--- config.mk ---
export PLATFORM = sky130hd
export DESIGN_NAME = bit_serial_logic_seq
export DESIGN_NICKNAME = d
export VERILOG_FILES = /design/src/rtl/logic_ops_pkg.sv /design/src/rtl/logic_bit_cell.sv /design/src/rtl/bit_serial_logic_seq.sv
export SDC_FILE = /design/constraint.sdc
export NUM_CORES = 1
export LEC_CHECK = 0
export ABC_AREA = 0
export BUFFER_PORTS_ARGS = -buffer_cell sky130_fd_sc_hd__buf_2
export CAP_MARGIN = 15
export CORE_UTILIZATION = 40
export CTS_BUF_LIST = sky130_fd_sc_hd__clkbuf_8
export CTS_CLUSTER_DIAMETER = 60
export DETAILED_ROUTE_END_ITERATION = 16
export PLACE_DENSITY = 0.63
export SKIP_CTS_REPAIR_TIMING = 1
export SLEW_MARGIN = 20
export SYNTH_ARGS = -nofsm -noshare
export SYNTH_HDL_FRONTEND = slang
export SYNTH_SLANG_ARGS = --single-unit
--- constraint.sdc ---
create_clock -name clk -period 4.7 [get_ports clk]
set_clock_uncertainty 0.05 [all_clocks]
set_input_delay 1.175 -clock clk [delete_from_list [all_inputs] [get_ports clk]]
set_output_delay 1.175 -clock clk [all_outputs]
set_load 0.01 [all_outputs]
--- src/rtl/logic_ops_pkg.sv ---
// Shared op-code constants and FSM encodings for the bit-serial logic datapath.
package logic_ops_pkg;

    typedef logic [1:0] state_t;

    localparam state_t S_IDLE = 2'd0;
    localparam state_t S_RUN  = 2'd1;
    localparam state_t S_DONE = 2'd2;

    // Truth-table encoded: result bit = op[{x,y}]
    localparam logic [3:0] OP_AND    = 4'b1000;
    localparam logic [3:0] OP_OR     = 4'b1110;
    localparam logic [3:0] OP_XOR    = 4'b0110;
    localparam logic [3:0] OP_NAND   = 4'b0111;
    localparam logic [3:0] OP_NOR    = 4'b0001;
    localparam logic [3:0] OP_PASS_A = 4'b1100;

endpackage

--- src/rtl/logic_bit_cell.sv ---
// Combinational 1-bit logic cell: output is the truth-table entry selected by {x,y}.
module logic_bit_cell (
    input  logic       x,
    input  logic       y,
    input  logic [3:0] s,
    output logic       f
);

    logic [1:0] w_sel;

    assign w_sel = {x, y};
    assign f     = s[w_sel];

endmodule

--- src/rtl/bit_serial_logic_seq.sv ---
// Bit-serial word sequencer driving one logic_bit_cell, LSB first.
// Optional zero-result flag enabled by defining LOGIC_SEQ_ZERO_FLAG_EN.
module bit_serial_logic_seq
    import logic_ops_pkg::*;
#(
    parameter int unsigned WIDTH = 8
) (
    input  logic             clk,
    input  logic             rst_n,
    input  logic             start,
    input  logic [3:0]       op,
    input  logic [WIDTH-1:0] a,
    input  logic [WIDTH-1:0] b,
    output logic             busy,
    output logic             done,
`ifdef LOGIC_SEQ_ZERO_FLAG_EN
    output logic             zero,
`endif
    output logic [WIDTH-1:0] result
);

    localparam int unsigned CNT_W = $clog2(WIDTH);

    state_t           r_state;
    state_t           w_state_next;
    logic [WIDTH-1:0] r_a;
    logic [WIDTH-1:0] r_b;
    logic [3:0]       r_op;
    logic [CNT_W-1:0] r_idx;
    logic [WIDTH-1:0] r_result;
    logic             w_x;
    logic             w_y;
    logic             w_f;
    logic             w_last;
    logic             w_accept;

    assign w_x      = r_a[r_idx];
    assign w_y      = r_b[r_idx];
    assign w_last   = (r_idx == CNT_W'(WIDTH - 1));
    assign w_accept = start && ((r_state == S_IDLE) || (r_state == S_DONE));

    logic_bit_cell u_cell (
        .x (w_x),
        .y (w_y),
        .s (r_op),
        .f (w_f)
    );

    always_comb begin
        w_state_next = r_state;
        unique case (r_state)
            S_IDLE,
            S_DONE:  w_state_next = start ? S_RUN : S_IDLE;
            S_RUN:   w_state_next = w_last ? S_DONE : S_RUN;
            default: w_state_next = S_IDLE;
        endcase
    end

    always_ff @(posedge clk or negedge rst_n) begin
        if (!rst_n) begin
            r_state  <= S_IDLE;
            r_a      <= '0;
            r_b      <= '0;
            r_op     <= '0;
            r_idx    <= '0;
            r_result <= '0;
        end else begin
            r_state <= w_state_next;
            if (w_accept) begin
                r_a      <= a;
                r_b      <= b;
                r_op     <= op;
                r_idx    <= '0;
                r_result <= '0;
            end else if (r_state == S_RUN) begin
                // Shifting in from the MSB lands bit idx at result[idx] after WIDTH shifts
                r_result <= {w_f, r_result[WIDTH-1:1]};
                if (!w_last) begin
                    r_idx <= r_idx + 1'b1;
                end
            end
        end
    end

`ifdef LOGIC_SEQ_ZERO_FLAG_EN
    logic r_any;
    logic r_zero;

    always_ff @(posedge clk or negedge rst_n) begin
        if (!rst_n) begin
            r_any  <= 1'b0;
            r_zero <= 1'b0;
        end else if (w_accept) begin
            r_any <= 1'b0;
        end else if (r_state == S_RUN) begin
            r_any <= r_any | w_f;
            if (w_last) begin
                r_zero <= ~(r_any | w_f);
            end
        end
    end

    assign zero = r_zero;
`endif

    assign busy   = (r_state == S_RUN);
    assign done   = (r_state == S_DONE);
    assign result = r_result;

endmodule

==> results by group <==
Status
  • Outcome: finished clean

Setup path
  • Crit Path Class: reg -> out
  • Max FO, Critical Path: 12
  • Critical Path AT: 1.48 ns
  • CP required: 3.47 ns
  • Crit. End Element: output port
  • R2R setup slack: 2.45 ns
  • CP startpoint kind: flop

Placed design
  • GP Congestion: 0.715
  • Placed wire-length estimate: 1.82 mm
  • Area of placed instances: 0.00160 mm^2
  • Port buffer count: 32

Detailed routing
  • Initial DRT Pass Iterations: 4
  • Vias/cell: 4.85
  • Antenna-violating nets left: 0
  • # DRC: 0
  • Iter 0 DRT Violations: 51
  • Final WL: 2.51 mm
  • Wirelength per Cell: 11.7 um
  • Vias: 1038

STA
  • Setup TNS: 0 ns
  • RSZ-0062 raised after global routing: false
  • Final min period: 2.70 ns
  • Period utilization: 57.5%
  • Final hold viol count: 0
  • Fmax: 370 MHz
  • Slew @ Worst Pin: 0.858 ns
  • Slew HR: 42.8%
  • Final setup viols: 0
  • Max-slew violation count: 0

Floorplan
  • Core ar.: 0.00336 mm^2
  • Initial Utilization: 42.0%
  • Row count: 21
  • Die Y: 61.4 um
  • Full die area: 0.00377 mm^2
  • Die Wd: 61.4 um
  • I/O pin count: 33

Clock network
  • Clock buffer depth: 2
  • TritonCTS buffer count: 5
  • CTS Sinks: 33
  • CTS tree: done
  • Root buf cell: clkbuf_8
  • CTS clk-pin slew, worst paths: 0.06 ns
  • Clock Latency Late Sink: 0.28 ns
  • # H-tree levels: 2

Yosys
  • Ys async rst share: 100%
  • Synth Flop Type: dfrtp_1
  • Synth unique cells: 17
  • Synth top cells by count: nand2_1, dfrtp_1, a22o_1
  • Syn avg cell area: 10.5 um^2
  • Cells after Synth: 135
  • Synthesized cell area: 0.00141 mm^2
  • Share of Yosys cell area claimed by the top area cell type: 58.5%
  • Ranking of synthesized cells by area: dfrtp_1, nand2_1, a22o_1
  • Most common cell in the synthesized netlist: nand2_1
  • Register area share after synthesis: 58.5%
  • Dominant cell type by area after synthesis: dfrtp_1
  • FF+latch count, synth: 33
  • Syn_nets: 160
  • Synth warn: 0
  • EDFF count, synth: 0

Global route
  • Vias in the first global route: 1014
  • Grt total ovfl: 0
  • Pin count of the biggest net entering global routing: 34
  • First-pass GRT wire length: 4.32 mm
  • GR Util All Layers: 16.2%
  • Initial antenna violation count: 0

Cells and area
  • Area grow syn2layout: 19.7%
  • Fraction of layout instances using a drive strength above 1: 25.0%
  • Nets: 193
  • Design area: 0.00169 mm^2
  • ANT cells: 0

Worst hold path
  • Hold Path Class: reg -> reg

Power and ir drop
  • LEAKAGE: 0.915 nW
  • Pwr/cell area: 660 mW/mm^2
  • Worst ir drop on vdd: 0.000274 V

Job
  • MaxCap Viol Count: 0
-- state kept, by name, indices dropped and copies added, names as in the netlist --
register / count
r_op: 4
result: 8
r_b: 8
r_state: 2
r_idx: 3
r_a: 8
-- worst max-delay path: stages (launching register included) --
cell and delay [ns]:
dfrtp_1 0.38, nor2b_1 0.57, buf_2 0.25
-- cell families after synthesis --
| family | synth area share, % |
|---|---|
| AO/OA/AOI/OAI | 6.03 |
| buffers and inverters | 2.93 |
| adder cells (fa/ha/maj) | 1.77 |
| multiplexers | 10.5 |
| AND/OR/NAND/NOR | 20.2 |
| flip-flops | 58.5 |
-- stage by stage --
stage / power [mW] / setup WS [ns] / hold WS, ns / std cells / utilization, %
6_report: 1.11 / 2.00 / 0.416 / 214 / 50.2
3_5_place_dp: 0.925 / 2.28 / 0.409 / 207 / 47.7
5_1_grt: 1.22 / 1.84 / 0.455 / 214 / 50.2
3_3_place_gp: 0.902 / 2.31 / 0.403 / 207 / 47.7
4_1_cts: 1.13 / 1.98 / 0.424 / 214 / 50.2
2_1_floorplan: 0.809 / 2.62 / 0.387 / 135 / -
-- layout by cell type, fill, tap and decap left out --
| master | instances |
|---|---|
| and2_1 | 1 |
| ha_1 | 2 |
| nand2b_1 | 2 |
| mux2i_1 | 4 |
| clkbuf_8 | 6 |
| mux4_2 | 2 |
| dfrtp_1 | 33 |
| a22o_1 | 8 |
| nor2b_1 | 3 |
| nor2_1 | 1 |
| nand2_1 | 61 |
| o21ai_0 | 3 |
| mux2_2 | 1 |
| mux4_1 | 2 |
| nand3_1 | 3 |
| buf_4 | 1 |
| buf_2 | 32 |
| inv_1 | 3 |
-- cell type report --
class | count | area [um^2]
Clock buffer | 6 | 82.6
Clock inverter | 1 | 3.75
Fill cell | 366 | 1670
Inverter | 2 | 7.51
Multi-Input combinational cell | 93 | 544
Sequential cell | 33 | 826
Tap cell | 46 | 57.6
Timing Repair Buffer | 33 | 168
-- final timing paths --
kind / from / end / cells after the start
worst max-delay path: r_state[0]$_DFF_PN0_ / busy / 2
worst min-delay path: r_b[5]$_DFFE_PN0P_ / r_b[5]$_DFFE_PN0P_ / 2
worst min register to register: r_b[5]$_DFFE_PN0P_ / r_b[5]$_DFFE_PN0P_ / 2
min in group asynchronous: rst_n / r_state[0]$_DFF_PN0_ / 1
max in group asynchronous: rst_n / r_op[2]$_DFFE_PN0P_ / 1
worst max register to register: r_idx[0]$_DFFE_PN0P_ / result[7]$_DFFE_PN0P_ / 4
-- report_power, final --
group / leakage, nW / switching, mW / internal, mW
registers: 0.414 / 0.0959 / 0.416
logic: 0.452 / 0.191 / 0.205
clock network: 0.0485 / 0.0923 / 0.114
-- metal layers --
metal	vias to the layer above	track usage, %	wire length, um
met5	-	0	0
met4	0	5.71	25
met3	2	5.67	127
met2	29	28.0	1240
met1	501	18.8	1120
li1	506	-	-
(Power assumes the default switching activity.)
